### src/rtl/vp_sequencer_if.sv
// Handshake bundle between the MEM-stage value-prediction sequencer and its pipeline neighbours.
// slave = sequencer side, master = pipeline/test side.
interface vp_sequencer_if #(
  parameter int ADDR_WIDTH = 32,
  parameter int DATA_WIDTH = 32,
  parameter int STAT_WIDTH = 16
);
  // Handshakes: ld_issue is taken only while pred_accept is high; recover_req and
  // out_lock are levels held until recover_done / out_lock_off; commit and
  // recover_ack are single-cycle pulses.
  logic                  ld_issue;
  logic [ADDR_WIDTH-1:0] ld_pc;
  logic [DATA_WIDTH-1:0] pred_value;
  logic                  pred_accept;
  logic                  mem_valid;
  logic [DATA_WIDTH-1:0] mem_data;
  logic                  commit;
  logic                  recover_req;
  logic [ADDR_WIDTH-1:0] recover_pc;
  logic [DATA_WIDTH-1:0] recover_value;
  logic                  recover_done;
  logic                  recover_ack;
  logic                  out_lock;
  logic                  out_lock_off;
  logic                  timeout_err;
  logic [STAT_WIDTH-1:0] stat_correct;
  logic [STAT_WIDTH-1:0] stat_mispredict;

  modport slave (
    input  ld_issue, ld_pc, pred_value, mem_valid, mem_data, recover_done, out_lock_off,
    output pred_accept, commit, recover_req, recover_pc, recover_value, recover_ack,
           out_lock, timeout_err, stat_correct, stat_mispredict
  );

  modport master (
    output ld_issue, ld_pc, pred_value, mem_valid, mem_data, recover_done, out_lock_off,
    input  pred_accept, commit, recover_req, recover_pc, recover_value, recover_ack,
           out_lock, timeout_err, stat_correct, stat_mispredict
  );
endinterface

### src/rtl/vp_sequencer.sv
// Load value-prediction sequencer: tracks one predicted load, verifies it against the
// D-cache response, and runs the recovery handshake (req -> done -> ack -> lock) on mismatch.
module vp_sequencer #(
  parameter int TIMEOUT_CYCLES = 64,
  parameter int STAT_WIDTH     = 16,
  parameter int ADDR_WIDTH     = 32,
  parameter int DATA_WIDTH     = 32
) (
  input  logic               clk,
  input  logic               rst,
  vp_sequencer_if.slave      bus,
  output logic [2:0]         o_dbg_state
);

  localparam int              TW         = $clog2(TIMEOUT_CYCLES);
  localparam logic [TW-1:0]   TIMER_LAST = TW'(TIMEOUT_CYCLES - 1);

  typedef enum logic [2:0] {
    S_IDLE     = 3'd0,
    S_WAIT_MEM = 3'd1,
    S_RECOVER  = 3'd2,
    S_ACK      = 3'd3,
    S_LOCK     = 3'd4
  } state_t;

  state_t                r_state;
  state_t                w_next;
  logic                  w_load;
  logic                  w_hit;
  logic                  w_miss;
  logic                  w_timeout;
  logic                  w_match;

  logic [ADDR_WIDTH-1:0] r_pc_q;
  logic [DATA_WIDTH-1:0] r_pred_q;
  logic [TW-1:0]         r_timer;
  logic                  r_commit;
  logic [ADDR_WIDTH-1:0] r_recover_pc;
  logic [DATA_WIDTH-1:0] r_recover_value;
  logic                  r_timeout_err;
  logic [STAT_WIDTH-1:0] r_stat_correct;
  logic [STAT_WIDTH-1:0] r_stat_mispredict;

  assign w_match = (bus.mem_data == r_pred_q);

  always_ff @(posedge clk or posedge rst) begin
    if (rst) begin
      r_state <= S_IDLE;
    end else begin
      r_state <= w_next;
    end
  end

  always_comb begin
    w_next    = r_state;
    w_load    = 1'b0;
    w_hit     = 1'b0;
    w_miss    = 1'b0;
    w_timeout = 1'b0;
    case (r_state)
      S_IDLE: begin
        if (bus.ld_issue) begin
          w_load = 1'b1;
          w_next = S_WAIT_MEM;
        end
      end
      S_WAIT_MEM: begin
        // A response landing in the timeout cycle still wins over the timeout.
        if (bus.mem_valid) begin
          if (w_match) begin
            w_hit  = 1'b1;
            w_next = S_IDLE;
          end else begin
            w_miss = 1'b1;
            w_next = S_RECOVER;
          end
        end else if (r_timer == TIMER_LAST) begin
          w_timeout = 1'b1;
          w_next    = S_IDLE;
        end
      end
      S_RECOVER: begin
        if (bus.recover_done) begin
          w_next = S_ACK;
        end
      end
      S_ACK: begin
        w_next = S_LOCK;
      end
      S_LOCK: begin
        if (bus.out_lock_off) begin
          w_next = S_IDLE;
        end
      end
      default: begin
        w_next = S_IDLE;
      end
    endcase
  end

  always_ff @(posedge clk or posedge rst) begin
    if (rst) begin
      r_pc_q            <= '0;
      r_pred_q          <= '0;
      r_timer           <= '0;
      r_commit          <= 1'b0;
      r_recover_pc      <= '0;
      r_recover_value   <= '0;
      r_timeout_err     <= 1'b0;
      r_stat_correct    <= '0;
      r_stat_mispredict <= '0;
    end else begin
      r_commit <= w_hit;
      if (w_load) begin
        r_pc_q   <= bus.ld_pc;
        r_pred_q <= bus.pred_value;
        r_timer  <= '0;
      end else if (r_state == S_WAIT_MEM) begin
        r_timer <= r_timer + 1'b1;
      end
      if (w_miss) begin
        r_recover_pc    <= r_pc_q;
        r_recover_value <= bus.mem_data;
      end
      // Counters stick at all-ones instead of wrapping.
      if (w_hit && !(&r_stat_correct)) begin
        r_stat_correct <= r_stat_correct + 1'b1;
      end
      if (w_miss && !(&r_stat_mispredict)) begin
        r_stat_mispredict <= r_stat_mispredict + 1'b1;
      end
      if (w_timeout) begin
        r_timeout_err <= 1'b1;
      end
    end
  end

  assign bus.pred_accept     = (r_state == S_IDLE);
  assign bus.recover_req     = (r_state == S_RECOVER);
  assign bus.recover_ack     = (r_state == S_ACK);
  assign bus.out_lock        = (r_state == S_LOCK);
  assign bus.commit          = r_commit;
  assign bus.recover_pc      = r_recover_pc;
  assign bus.recover_value   = r_recover_value;
  assign bus.timeout_err     = r_timeout_err;
  assign bus.stat_correct    = r_stat_correct;
  assign bus.stat_mispredict = r_stat_mispredict;
  assign o_dbg_state         = r_state;

endmodule

### src/flat_wrapper.sv
// flat-port wrapper written by rule: the top's interface ports become plain ports
module vp_sequencer_flat 
#(
  parameter int TIMEOUT_CYCLES = 64,
  parameter int STAT_WIDTH     = 16,
  parameter int ADDR_WIDTH     = 32,
  parameter int DATA_WIDTH     = 32
)
  (clk, rst, o_dbg_state, bus_ld_issue, bus_ld_pc, bus_pred_value, bus_mem_valid, bus_mem_data, bus_recover_done, bus_out_lock_off, bus_pred_accept, bus_commit, bus_recover_req, bus_recover_pc, bus_recover_value, bus_recover_ack, bus_out_lock, bus_timeout_err, bus_stat_correct, bus_stat_mispredict);
  vp_sequencer_if #(.ADDR_WIDTH(ADDR_WIDTH), .DATA_WIDTH(DATA_WIDTH), .STAT_WIDTH(STAT_WIDTH)) bus_i ();
  input  logic clk;
  input  logic rst;
  output logic [2:0] o_dbg_state;
  input wire logic [$bits(bus_i.ld_issue)-1:0] bus_ld_issue;
  input wire logic [$bits(bus_i.ld_pc)-1:0] bus_ld_pc;
  input wire logic [$bits(bus_i.pred_value)-1:0] bus_pred_value;
  input wire logic [$bits(bus_i.mem_valid)-1:0] bus_mem_valid;
  input wire logic [$bits(bus_i.mem_data)-1:0] bus_mem_data;
  input wire logic [$bits(bus_i.recover_done)-1:0] bus_recover_done;
  input wire logic [$bits(bus_i.out_lock_off)-1:0] bus_out_lock_off;
  output wire logic [$bits(bus_i.pred_accept)-1:0] bus_pred_accept;
  output wire logic [$bits(bus_i.commit)-1:0] bus_commit;
  output wire logic [$bits(bus_i.recover_req)-1:0] bus_recover_req;
  output wire logic [$bits(bus_i.recover_pc)-1:0] bus_recover_pc;
  output wire logic [$bits(bus_i.recover_value)-1:0] bus_recover_value;
  output wire logic [$bits(bus_i.recover_ack)-1:0] bus_recover_ack;
  output wire logic [$bits(bus_i.out_lock)-1:0] bus_out_lock;
  output wire logic [$bits(bus_i.timeout_err)-1:0] bus_timeout_err;
  output wire logic [$bits(bus_i.stat_correct)-1:0] bus_stat_correct;
  output wire logic [$bits(bus_i.stat_mispredict)-1:0] bus_stat_mispredict;
  assign bus_i.ld_issue = bus_ld_issue;
  assign bus_i.ld_pc = bus_ld_pc;
  assign bus_i.pred_value = bus_pred_value;
  assign bus_i.mem_valid = bus_mem_valid;
  assign bus_i.mem_data = bus_mem_data;
  assign bus_i.recover_done = bus_recover_done;
  assign bus_i.out_lock_off = bus_out_lock_off;
  assign bus_pred_accept = bus_i.pred_accept;
  assign bus_commit = bus_i.commit;
  assign bus_recover_req = bus_i.recover_req;
  assign bus_recover_pc = bus_i.recover_pc;
  assign bus_recover_value = bus_i.recover_value;
  assign bus_recover_ack = bus_i.recover_ack;
  assign bus_out_lock = bus_i.out_lock;
  assign bus_timeout_err = bus_i.timeout_err;
  assign bus_stat_correct = bus_i.stat_correct;
  assign bus_stat_mispredict = bus_i.stat_mispredict;
  vp_sequencer #(.TIMEOUT_CYCLES(TIMEOUT_CYCLES), .STAT_WIDTH(STAT_WIDTH), .ADDR_WIDTH(ADDR_WIDTH), .DATA_WIDTH(DATA_WIDTH)) u_core (.clk(clk), .rst(rst), .bus(bus_i), .o_dbg_state(o_dbg_state));
endmodule
### config.mk
export PLATFORM = sky130hd
export DESIGN_NAME = vp_sequencer_flat
export DESIGN_NICKNAME = d
export VERILOG_FILES = /design/src/rtl/vp_sequencer_if.sv /design/src/rtl/vp_sequencer.sv /design/src/flat_wrapper.sv
export SDC_FILE = /design/constraint.sdc
export NUM_CORES = 1
export LEC_CHECK = 0
export ABC_CLOCK_PERIOD_IN_PS = 5600
export CAP_MARGIN = 10
export CORE_ASPECT_RATIO = 1.2
export CORE_MARGIN = 10
export CORE_UTILIZATION = 43
export CTS_CLUSTER_SIZE = 14
export DETAILED_ROUTE_END_ITERATION = 7
export PLACE_DENSITY_LB_ADDON = 0.12
export RECOVER_POWER = 50
export SYNTH_ARGS = -nofsm -noshare
export SYNTH_HDL_FRONTEND = slang
export SYNTH_SLANG_ARGS = --single-unit
export TNS_END_PERCENT = 10
### constraint.sdc
create_clock -name clk -period 5.6 [get_ports clk]
set_input_delay 0.84 -clock clk [delete_from_list [all_inputs] [get_ports clk]]
set_output_delay 0.84 -clock clk [all_outputs]
set_load 0.01 [all_outputs]
# Word-level counts from Yosys, hierarchy flattened
# Index checks and enable logic that the tools add are counted.
[word_totals] regBits=171 input_bits=102 output_inout_bits=105 elab_cells=52
[classes] add_sub_neg=3 n_eq_ne=10 n_mux=20 n_reduce_logical=9
[op_table] cell="$add 16x1->16 const B" n=2
[op_table] cell="$eq 32x32->1" n=1
[op_table] cell="$reduce_and 16->1" n=2
[op_table] cell="$mux 3" n=5
[op_table] cell="$pmux 3 s5" n=1
[op_table] cell="$mux 6" n=2
[op_table] cell="$mux 1" n=11
[op_table] cell="$add 6x1->6 const B" n=1
[op_table] cell="$eq 3x2->1 const B" n=2
[op_table] cell="$eq 6x6->1 const B" n=1
[op_table] cell="$ne 2x2->1 const B" n=3
[op_table] cell="$reduce_and 4->1" n=1
[op_table] cell="$eq 3x1->1 const B" n=1
[op_table] cell="$eq 3x3->1 const B" n=1
[op_table] cell="$logic_not 3->1" n=1
[op_table] cell="$ne 3x2->1 const B" n=1
[op_table] cell="$logic_and 1x1->1" n=2
[op_table] cell="$logic_not 1->1" n=2
[op_table] cell="$mux 2" n=1
[op_table] cell="$reduce_bool 2->1" n=1

# Longest topological paths before layout
[logic_depth] ltp_word=5 mapped_depth=9 ltp_nobuf=6

# Worst setup path before layout
# OpenSTA, ideal clock, no wires.
[synth_path] path_type="input to register" start="in bus_mem_data[13]" end="reg u_core.r_recover_pc[0] (netlist: u_core.bus.recover_pc[0])" setup_ns=0.125 arrival_ns=2.370 setup_slack_ns=3.106 cell_stages=8 n_path_buf=3 path_cell_list="xnor2_1 > nand4_1 > nor4_1 > a21o_1 > clkbuf_2 > buf_6 > buf_4 > mux2_2"
[synth_via] elab_chain_cells=4
[synth_rtl] item="start: declaration" line_no="flat_wrapper.sv:18" text="input wire logic [$bits(bus_i.mem_data)-1:0] bus_mem_data;"
[synth_rtl] item="$eq 32x32->1" line_no="vp_sequencer.sv:44" text="assign w_match = (bus.mem_data == r_pred_q);"
[synth_rtl] item="$mux 1" line_no="vp_sequencer.sv:70" text="if (w_match) begin"
[synth_rtl] item="$mux 1" line_no="vp_sequencer.sv:69" text="if (bus.mem_valid) begin"
[synth_rtl] item="$mux 1" line_no="vp_sequencer.sv:60" text="case (r_state)"
[synth_rtl] item="end signal: assignment" line_no="vp_sequencer.sv:122" text="r_recover_pc <= r_pc_q;"
[synth_rtl] item="end: declaration" line_no="vp_sequencer.sv:38" text="logic [ADDR_WIDTH-1:0] r_recover_pc;"
# Every way passes these cells.
# A chain may end at the register's enable or synchronous reset.

# Final worst setup path
[layout_path] start="in bus_ld_issue" end="reg u_core.r_pred_q[23]"
[layout_via] elab_chain_cells=2
[layout_rtl] item="start: declaration" line_no="flat_wrapper.sv:14" text="input wire logic [$bits(bus_i.ld_issue)-1:0] bus_ld_issue;"
[layout_rtl] item="$mux 1" line_no="vp_sequencer.sv:62" text="if (bus.ld_issue) begin"
[layout_rtl] item="$mux 1" line_no="vp_sequencer.sv:60"
[layout_rtl] item="end signal: assignment" line_no="vp_sequencer.sv:116" text="r_pred_q <= bus.pred_value;"
[layout_rtl] item="end: declaration" line_no="vp_sequencer.sv:35" text="logic [DATA_WIDTH-1:0] r_pred_q;"
# Every way passes these cells.

==> flow_summary.ini <==
[synth]
synth_edf_count = 0
syn-num-nets = 619
yosysWarnings = 0
synth_ff_type = dfrtp_1
postSynth.asyncResetShare = 1.00
yosysSeqAreaShare = 0.593
yosys.cell_count.top_type = dfrtp_1
syn_inst = 514
synth_area_leaders = dfrtp_1, mux2_2, xnor2_1
syn_area_per_cell_um2 = 14.0
ys_types = 40
synth_top_area_share = 0.593
synth_seq_cells = 171
ys_top_cells_by_count = dfrtp_1, mux2_2, xnor2_1
syn_area_um2 = 7210
yosysTopAreaCell = dfrtp_1

[timing]
rsz0062_at_grt = false
slew_headroom = -1.39
tightest_slew_ps = 3560
period_share = 0.698
hold_violations = 0
setup_viol = 0
setup_ws_ps = 1690
min_period_ps = 3910
clock_skew_ps = 8.30
final_max_slew_viol_count = 154
tns_ps = 0
clock.fmax_mhz = 256

[final_layout]
antennaDiodeCount = 0
area_growth_syn_to_layout_pct = 38.8
fin_util = 0.613
drive_gt1_frac = 0.243
final_cell_area_um2 = 10000
multi_input_area_um2 = 2800
nets = 826
final_cells = 946
fill_cells = 1348
seq_area_um2 = 4280

[power]
pwr-share-seq = 0.412
power_density_nw_per_um2 = 497
power.switching_mw = 1.54
internal_power_mw = 3.44
pwr-share-comb = 0.362
max-vdd-ir-drop_mv = 0.298
leakage_nw = 4.31
p_clk_frac = 0.226
swShare = 0.309

[clock_network]
cts_htree_levels = 4
postCtsSetupBuffers = 0
clk_pin_slew_worst_paths_ps = 70
cts.repair.resized = 0
cts_hold_buffers = 0
clock_path_buffers = 2
clk_root_buffer_cell = clkbuf_16
cts_sinks = 171
cts_buffers = 17
cts_tree = done
clk_latency_ps = 420

[placed_design]
placedCellCount = 914
hpwl_um = 13500
globalplace.congestion = 0.818
port_buffers = 206
post-place-ws_ps = 1740
placed_cell_area_um2 = 9460

[worst_setup_path]
critPathMaxFanout = 70
endpoint_kind = flop
reg2reg_depth = 3
critPathKind = input pin to flop
worstPathRequired_ps = 5890
start_kind = input pin
cp.arrival_ps = 4200
r2r_slack_ps = 1790

[die]
die_area_um2 = 22400
initial_core_util = 0.442
die_y_um = 162
rows = 51
die_x_um = 138
io_pins = 207
core_um2 = 16300

[route]
drc = 0
first_pass_iters = 4
wl_per_cell_um = 19.0
ant_nets = 0
num_vias = 4845
avgViaCountPerCell = 5.12
drt-total-wl_um = 18000
drt_iter0_markers = 214

[global_routing]
antenna_found_initial = 0
grt_pass1_wl_um = 28700
grt_max_degree = 83
grt_pass1_vias = 5300
grt-ovfl-total = 0
track_usage = 0.159

[hold_path]
hold_depth = 1
worstHoldPathType = flop to flop

[run_status]
status = complete, but fails checks
violations = capacitance limit, slew limit

[flow_run]
cap_violations = 2
## placed cells by master (no fill, tap or decap), types with 2 or more instances in the layout
master / netlist / layout
nor4b_2: 1 / 2
clkinv_4: 0 / 2
inv_6: 0 / 7
dlygate4sd3_1: 0 / 89
nor4_2: 3 / 3
buf_4: 1 / 3
clkdlybuf4s50_1: 0 / 117
nor3b_1: 2 / 3
ha_1: 3 / 3
xnor2_1: 36 / 36
nand2b_1: 2 / 2
o21ai_0: 2 / 2
nand3_1: 11 / 11
nand4_1: 19 / 19
dfrtp_1: 171 / 171
clkbuf_16: 0 / 17
or3_1: 2 / 2
nand2_1: 13 / 13
and4_1: 3 / 3
inv_1: 5 / 4
and3_1: 3 / 3
mux2_2: 132 / 132
xor2_1: 27 / 27
nor2_1: 16 / 16
nor3_1: 12 / 12
mux2i_1: 3 / 3
inv_8: 0 / 3
nor4_1: 11 / 11
## critical path: stages
cell and delay [ps]:
clkdlybuf4s50_1 470, and2_1 2320, mux2_2 490
## metal layers
layer | GRT usage | share of wire | up-vias
met5 | 0 | 0 | -
met1 | 0.177 | 0.39 | 2425
met4 | 0.0585 | 0.019 | 0
met3 | 0.0712 | 0.089 | 21
li1 | - | - | 2233
met2 | 0.265 | 0.50 | 166
## power by group through the flow
stage | logic, mW | registers (mW) | clock network, mW
floorplan | 0.961 | 2.15 | 0
global placement | 1.87 | 2.06 | 0
detailed placement | 1.92 | 2.09 | 0
CTS | 1.92 | 2.07 | 1.15
global route | 1.96 | 2.12 | 1.21
finish | 1.80 | 2.05 | 1.12
## path summary, 6_finish.rpt
kind                                               startpoint                                 end
max in group asynchronous                                 rst     u_core.r_pred_q[15]$_DFFE_PP0P_
hold reg to reg            u_core.bus.timeout_err$_DFFE_PP0P_  u_core.bus.timeout_err$_DFFE_PP0P_
setup / recovery                                 bus_ld_issue     u_core.r_pred_q[23]$_DFFE_PP0P_
min in group asynchronous                                 rst       u_core.r_pc_q[12]$_DFFE_PP0P_
setup reg to reg            u_core.o_dbg_state[0]$_DFFE_PP0P_     u_core.r_pred_q[23]$_DFFE_PP0P_
hold / removal             u_core.bus.timeout_err$_DFFE_PP0P_  u_core.bus.timeout_err$_DFFE_PP0P_
## flip-flops by register name (all words and copies together) (netlist names), 3 cells and up
name and flops:
u_core.bus.recover_value 32, u_core.r_pred_q 32, u_core.bus.recover_pc 32, u_core.r_pc_q 32
u_core.bus.stat_mispredict 16, u_core.r_timer 6, u_core.o_dbg_state 3, u_core.bus.stat_correct 16
## kinds of logic (layout without fill, tap and decap cells)
family                     Yosys count  after routing  synth area share
muxes                              135            135             0.210
buffers and inverters               26            246            0.0196
and+or+nand+nor                    109            109            0.0892
adders and majority gates            3              3           0.00520
AOI/OAI and AO/OA                    7              7           0.00607
xor gates and xnor gates            63             63            0.0765
DFF                                171            171             0.593
## area by class of cell
class	instances	share of cell area
sequential	171	0.428
multi-input combinational	317	0.279
timing repair buffer	209	0.208
clock buffer	18	0.0439
tap	212	0.0265
clock inverter	14	0.0125
inverter	5	0.00200
## metrics by stage
stage               power (mW)  hold WS [ps]
floorplan                 3.11           477
global placement          3.93           463
detailed placement        4.01           477
CTS                       5.15           502
global route              5.29           510
finish                    4.98           488
Power figures use the tool's default switching activity.
